### config.mk
export PLATFORM = sky130hd
export DESIGN_NAME = edge_detector_pixel_scanner
export DESIGN_NICKNAME = d
export VERILOG_FILES = /design/src/rtl/edge_detector_pixel_scanner.sv
export SDC_FILE = /design/constraint.sdc
export NUM_CORES = 1
export LEC_CHECK = 0
export ABC_AREA = 1
export CORE_MARGIN = 8
export CORE_UTILIZATION = 35
export DETAILED_ROUTE_END_ITERATION = 7
export MAX_ROUTING_LAYER = met4
export PLACE_DENSITY = 0.63
export SYNTH_ARGS = -nofsm -noshare
export SYNTH_HDL_FRONTEND = slang
export SYNTH_SLANG_ARGS = --single-unit
### constraint.sdc
create_clock -name Clk_i -period 9.9 [get_ports Clk_i]
set_clock_uncertainty 0.2 [all_clocks]
set_input_delay 0.99 -clock Clk_i [delete_from_list [all_inputs] [get_ports Clk_i]]
set_output_delay 0.99 -clock Clk_i [all_outputs]
set_load 0.05 [all_outputs]
### src/rtl/edge_detector_pixel_scanner.sv
// Coordinate sequencer for a 3x3 kernel pass: nine neighbour reads
// followed by one centre write for every interior pixel of the image.
module edge_detector_pixel_scanner #(
    parameter int IMG_W   = 100,
    parameter int IMG_H   = 100,
    parameter int X_WIDTH = 7,
    parameter int Y_WIDTH = 7
) (
    input  logic               Clk_i,
    input  logic               Rst_i,
    input  logic               Start_i,
    input  logic               Ready_i,
    output logic               Valid_o,
    output logic [X_WIDTH-1:0] X_o,
    output logic [Y_WIDTH-1:0] Y_o,
    output logic [3:0]         Tap_o,
    output logic               Wr_o,
    output logic               Busy_o,
    output logic               Done_o
);

    localparam int AW = ((X_WIDTH > Y_WIDTH) ? X_WIDTH : Y_WIDTH) + 1;
    localparam logic [AW-1:0] ONE    = AW'(1);
    localparam logic [AW-1:0] LAST_C = AW'(IMG_W - 2);
    localparam logic [AW-1:0] LAST_R = AW'(IMG_H - 2);
    localparam logic          SIZE_OK = (IMG_W >= 3) && (IMG_H >= 3);

    typedef enum logic [1:0] {IDLE, READ, WRITE, DONE} state_e;

    state_e          state_q;
    logic [AW-1:0]   cr_q, cc_q;
    logic [3:0]      tap_q;
    logic            valid_q, wr_q, busy_q, done_q;
    logic [X_WIDTH-1:0] x_q;
    logic [Y_WIDTH-1:0] y_q;
    logic [3:0]      tapo_q;

    logic [3:0]      tap_d;
    logic [AW-1:0]   rd_x_d, rd_y_d, cr_d, cc_d;
    logic            wrap_d, last_d;

    // Coordinates for the next tap and for the next centre position
    always_comb begin
        tap_d  = tap_q + 4'd1;
        rd_x_d = cr_q + AW'(tap_d / 4'd3) - ONE;
        rd_y_d = cc_q + AW'(tap_d % 4'd3) - ONE;
        wrap_d = (cc_q == LAST_C);
        last_d = wrap_d && (cr_q == LAST_R);
        cc_d   = wrap_d ? ONE : cc_q + ONE;
        cr_d   = wrap_d ? cr_q + ONE : cr_q;
    end

    always_ff @(posedge Clk_i or posedge Rst_i) begin
        if (Rst_i) begin
            state_q <= IDLE;
            cr_q    <= ONE;
            cc_q    <= ONE;
            tap_q   <= '0;
            valid_q <= 1'b0;
            wr_q    <= 1'b0;
            busy_q  <= 1'b0;
            done_q  <= 1'b0;
            x_q     <= '0;
            y_q     <= '0;
            tapo_q  <= '0;
        end else begin
            done_q <= 1'b0;
            unique case (state_q)
                IDLE: begin
                    if (Start_i) begin
                        cr_q   <= ONE;
                        cc_q   <= ONE;
                        tap_q  <= '0;
                        busy_q <= 1'b1;
                        if (SIZE_OK) begin
                            state_q <= READ;
                            valid_q <= 1'b1;
                            wr_q    <= 1'b0;
                            x_q     <= '0;
                            y_q     <= '0;
                            tapo_q  <= '0;
                        end else begin
                            state_q <= DONE;
                            done_q  <= 1'b1;
                        end
                    end
                end
                READ: begin
                    if (Ready_i) begin
                        if (tap_q == 4'd8) begin
                            state_q <= WRITE;
                            tap_q   <= '0;
                            wr_q    <= 1'b1;
                            tapo_q  <= '0;
                            x_q     <= X_WIDTH'(cr_q);
                            y_q     <= Y_WIDTH'(cc_q);
                        end else begin
                            tap_q  <= tap_d;
                            tapo_q <= tap_d;
                            x_q    <= X_WIDTH'(rd_x_d);
                            y_q    <= Y_WIDTH'(rd_y_d);
                        end
                    end
                end
                WRITE: begin
                    if (Ready_i) begin
                        wr_q <= 1'b0;
                        if (last_d) begin
                            state_q <= DONE;
                            valid_q <= 1'b0;
                            done_q  <= 1'b1;
                            cr_q    <= ONE;
                            cc_q    <= ONE;
                            x_q     <= '0;
                            y_q     <= '0;
                        end else begin
                            state_q <= READ;
                            cr_q    <= cr_d;
                            cc_q    <= cc_d;
                            x_q     <= X_WIDTH'(cr_d - ONE);
                            y_q     <= Y_WIDTH'(cc_d - ONE);
                        end
                    end
                end
                DONE: begin
                    state_q <= IDLE;
                    busy_q  <= 1'b0;
                end
                default: state_q <= IDLE;
            endcase
        end
    end

    assign Valid_o = valid_q;
    assign X_o     = x_q;
    assign Y_o     = y_q;
    assign Tap_o   = tapo_q;
    assign Wr_o    = wr_q;
    assign Busy_o  = busy_q;
    assign Done_o  = done_q;

endmodule

Word-level counts from Yosys, hierarchy flattened
Index checks and enable logic that the tools add are counted.
{ "totals": {"ff_bits": 40, "in_bits": 4, "out_inout_bits": 22, "word_cells": 88} }
{ "op_classes": {"add_sub_neg": 9, "div": 2, "eq_ne": 11, "muxes": 43, "reduce_logical": 13} }
{ "op_table": {"columns": ["op", "count"], "rows": [
  ["two-way mux 7 bit", 9],
  ["two-way mux 8 bit", 7],
  ["case mux 7 bit (3 select lines)", 2],
  ["case mux 8 bit (2 select lines)", 2],
  ["subtractor 7 x 1 -> 7 bit (second input constant)", 4],
  ["adder 8 x 1 -> 8 bit (second input constant)", 2],
  ["== test 8 x 7 -> 1 bit (second input constant)", 2],
  ["adder 7 bit", 2],
  ["two-way mux 4 bit", 3],
  ["AND reduction 4 bit", 3],
  ["two-way mux 1 bit", 10],
  ["two-way mux 2 bit", 5],
  ["!= test 2 bit (second input constant)", 5],
  ["divider 4 x 2 -> 8 bit (second input constant)", 1],
  ["remainder unit 4 x 2 -> 8 bit (second input constant)", 1],
  ["case mux 2 bit (4 select lines)", 1],
  ["case mux 4 bit (2 select lines)", 1],
  ["AND reduction 3 bit", 2],
  ["nonzero test 2 bit", 3],
  ["AND reduction 5 bit", 1],
  ["adder 4 x 1 -> 4 bit (second input constant)", 1],
  ["== test 2 bit (second input constant)", 2],
  ["== test 4 bit (second input constant)", 1],
  ["case mux 1 bit (2 select lines)", 2],
  ["other kinds (6)", 6]
]} }

Logic depth before layout (Yosys ltp)
{ "depth": {"depth_word": 7, "depth_mapped": 35} }

Least setup slack after synthesis
Ideal clock, no wire load.
{ "synth_path": {"kind": "register to register", "from": "reg Tap_o[0] (netlist name)", "to": "reg y_q[5] (netlist: Y_o[5])", "arrival_ns": 4.184, "t_required_ns": 9.582, "setup_slack_ns": 5.398, "stages_incl_launch_ff": 29, "n_path_buf": 0, "period_less_slack_ns": 4.502, "cell_sequence": "dfrtp_1 -> ha_1 -> xor2_2 -> nand2_1 -> inv_1 -> ha_1 -> inv_1 -> nand2_4 -> nor2_8 -> nand2_1 -> nand2_1 -> inv_1 -> ha_1 -> nor3_4 -> nand2_2 -> nand2_1 -> nand2_1 -> ha_1 -> inv_1 -> ha_1 -> fa_1 -> nand2_1 -> nand2_1 -> a21oi_1 -> xnor2_1 -> o21ai_0 -> nand2_1 -> nand2_1 -> nand2_1"} }
{ "synth_lines": {"columns": ["item", "line_no", "text"], "rows": [
  ["end signal, assigned", "96", "y_q <= Y_WIDTH'(cc_q);"],
  ["end signal, assigned", "101", "y_q <= Y_WIDTH'(rd_y_d);"],
  ["end signal, assigned", "121", "y_q <= Y_WIDTH'(cc_d - ONE);"],
  ["end, declared", "35", "logic [Y_WIDTH-1:0] y_q;"]
]} }

==> results_dict.tcl <==
set metrics [dict create \
    fin_crit_ps 4628 \
    tns_ps 0 \
    grt_max_degree 41 \
    vias 3418 \
    grt_pass1_vias 3483 \
    fin_nets 585 \
    synthArstFlopShare_pct 100.0 \
    dieWidth_um 118.9 \
    numPlacedInstances 669 \
    critPathLaunchType "flop" \
    io_buffer_count 25 \
    rsz0062_at_grt "false" \
    ys.flop_type "dfrtp_1" \
    postSynthRegisterBits 40 \
    gp_congestion 0.9130 \
    multi_input_area_mm2 0.002301 \
    crit_fanout 8 \
    cpPeakStageDelay_ps 500 \
    crit_path_end_kind "flop" \
    path_clk_slew_ps 90 \
    syn_area_mm2 0.003704 \
    tightest_slew_ps 550.7 \
    grt-ovfl-total 0 \
    synth_fp_nets 561 \
    critPathSlowestCell "dfrtp_1" \
    combPwrFrac_pct 76.4 \
    fin_cells 677 \
    synth-edff-count 0 \
    crit_top_cell "nand2_1" \
    p_switching_uw 891.1 \
    yosys_warnings 0 \
    dieHeight_um 118.9 \
    synth-seq-area-share_pct 27.09 \
    worstPathRequired_ps 9900 \
    pwr-share-clk_pct 9.2 \
    routedWlPerCell_um 14.24 \
    drt_iter0_markers 201 \
    crit_type "flop to flop" \
    coreArea_mm2 0.01032 \
    switching_share_pct 54.25 \
    final-setup-viol-count 0 \
    final_util_pct 40.67 \
    post-synth-top-area-fraction_pct 25.68 \
    slew_headroom_pct 63.29 \
    grt_pass1_wl_mm 16.61 \
    internal_power_uw 751.5 \
    yosysMostFrequentCell "nand2_1" \
    root_buffer "clkbuf_8" \
    synth_area_leader_cell "dfrtp_1" \
    cts_inserted_buffers 5 \
    outcome "finished, final reports clean" \
    dpl.hpwl_mm 7.532 \
    clock_tree.htree_level_count 2 \
    num_antenna_cells 0 \
    critical_path_arrival_ps 4630 \
    dieArea_mm2 0.01413 \
    cts_tree "done" \
    num_io_pins 26 \
    p_per_area_mw_per_mm2 391.2 \
    n_fill_cell 1089 \
    synth_area_per_cell_um2 7.177 \
    hp-class "flop to flop" \
    ys_types 43 \
    drc 0 \
    ir_worst_vdd_mv 0.2658 \
    antenna_left 0 \
    clock-sinks 40 \
    max_freq_mhz 216.1 \
    fin_crit_sh_pct 46.75 \
    routed_wl_mm 9.643 \
    cts_setup_buffers 0 \
    p_seq_share_pct 14.4 \
    syn_to_final_growth_pct 13.38 \
    cts_resized 0 \
    final_layout_size_suffix_gt1_share_pct 10.35 \
    yosys-top-cells-area "dfrtp_1 (26%), ha_1 (13%), nand2_1 (13%)" \
    syn_inst 516 \
    finalHoldViolations 0 \
    antenna_found_initial 0 \
    clock_latency_ps 310 \
    avgViaCountPerCell 5.049 \
    clk_path_buf_depth 2 \
    track_usage_pct 14.57 \
    final_max_slew_viol_count 0 \
    first_pass_iters 5 \
    maxCapViolCount 0 \
    cts_hold_buf 0 \
    netlist_top_cells_count "nand2_1 (127), inv_1 (80), ha_1 (39)" \
    num_rows 37 \
    p_leak_uw 0.002160 \
    initial_core_util_pct 35.87 \
    register_area_mm2 0.001003 \
]
==> worst max-delay path, delay by kind of cell, from the launching register on <==
kind                       cells  cell delay, ps
AOI/OAI and AO/OA              2             300
xor gates and xnor gates       2             270
adders and majority gates      6            1570
buffers and inverters          4             280
DFF                            1             500
and+or+nand+nor               14            1420
==> state kept, by name (all words and copies together) (netlist names) <==
name,cells
Busy_o,1
Tap_o,4
Wr_o,1
Valid_o,1
cr_q,8
state_q,2
cc_q,8
Done_o,1
X_o,7
Y_o,7
==> metrics by stage <==
step	total power (uW)	area [um2]	worst slack, ps	hold WS (ps)
floorplan	1195	3704	5398	323.1
global placement	1496	4078	5423	267.5
detailed placement	1504	4078	5299	265.0
CTS	1662	4199	5280	287.5
global route	1864	4199	4795	306.1
finish	1643	4199	5272	283.9
==> kinds of logic after synthesis <==
group	count (synthesis)	synth area share (%)
adder cells (fa/ha/maj)	41	14.26
flip-flops	40	27.09
AND/OR/NAND/NOR	238	30.84
buffers and inverters	99	10.78
AO/OA/AOI/OAI	84	13.01
XOR/XNOR	14	4.020
==> path summary, 6_finish.rpt <==
kind | start | end | slack [ps] | depth (start not counted)
min | X_o[6] | X_o[6] | 280 | 2
max | Tap_o[0] | Y_o[5] | 5270 | 28
max reg2reg | Tap_o[0] | Y_o[5] | 5270 | 28
max in group asynchronous | Rst_i | cc_q[0] | 8200 | 3
min in group asynchronous | Rst_i | cr_q[3] | 920 | 3
min reg2reg | X_o[6] | X_o[6] | 280 | 2
==> power by group through the flow <==
stage / Combinational [uW] / Sequential, uW / Clock [uW]
after floorplan: 904 / 290 / 0
after global placement: 1260 / 237 / 0
after global routing: 1460 / 242 / 160
final: 1260 / 237 / 151
after detailed placement: 1270 / 239 / 0
after CTS: 1270 / 236 / 154
==> cells in the final DEF, fill, tap and decap left out, drive strengths merged, types with 2 or more instances in the layout <==
master,Yosys,final
nand2,143,143
inv,88,88
nor2,41,41
ha,39,39
o21ai,39,39
dfrtp,38,38
nand3,34,34
clkdlybuf4s50,0,25
o22ai,20,20
a21oi,14,14
nand4,13,13
xor2,10,10
clkbuf,4,6
a22o,4,4
xnor2,4,4
nor3,4,4
buf,7,3
a31oi,2,2
fa,2,2
dfstp,2,2
or2,2,2
==> routing by layer <==
layer / wire length [um] / part of all wire (%) / up-vias / global-route usage, %
met1: 4330 / 45 / 1577 / 17.42
met4: 231 / 2.4 / 0 / 5.455
met2: 4632 / 48 / 94 / 24.30
met3: 449 / 4.7 / 17 / 2.267
met5: 0 / 0 / - / -
li1: - / - / 1730 / -
==> layout make-up <==
| type | count | area share [%] |
|---|---|---|
| Clock buffer | 6 | 1.967 |
| Clock inverter | 2 | 0.9237 |
| Inverter | 88 | 7.867 |
| Multi-Input combinational cell | 377 | 54.80 |
| Sequential cell | 40 | 23.90 |
| Tap cell | 136 | 4.052 |
| Timing Repair Buffer | 28 | 6.496 |
(Power assumes the default switching activity.)
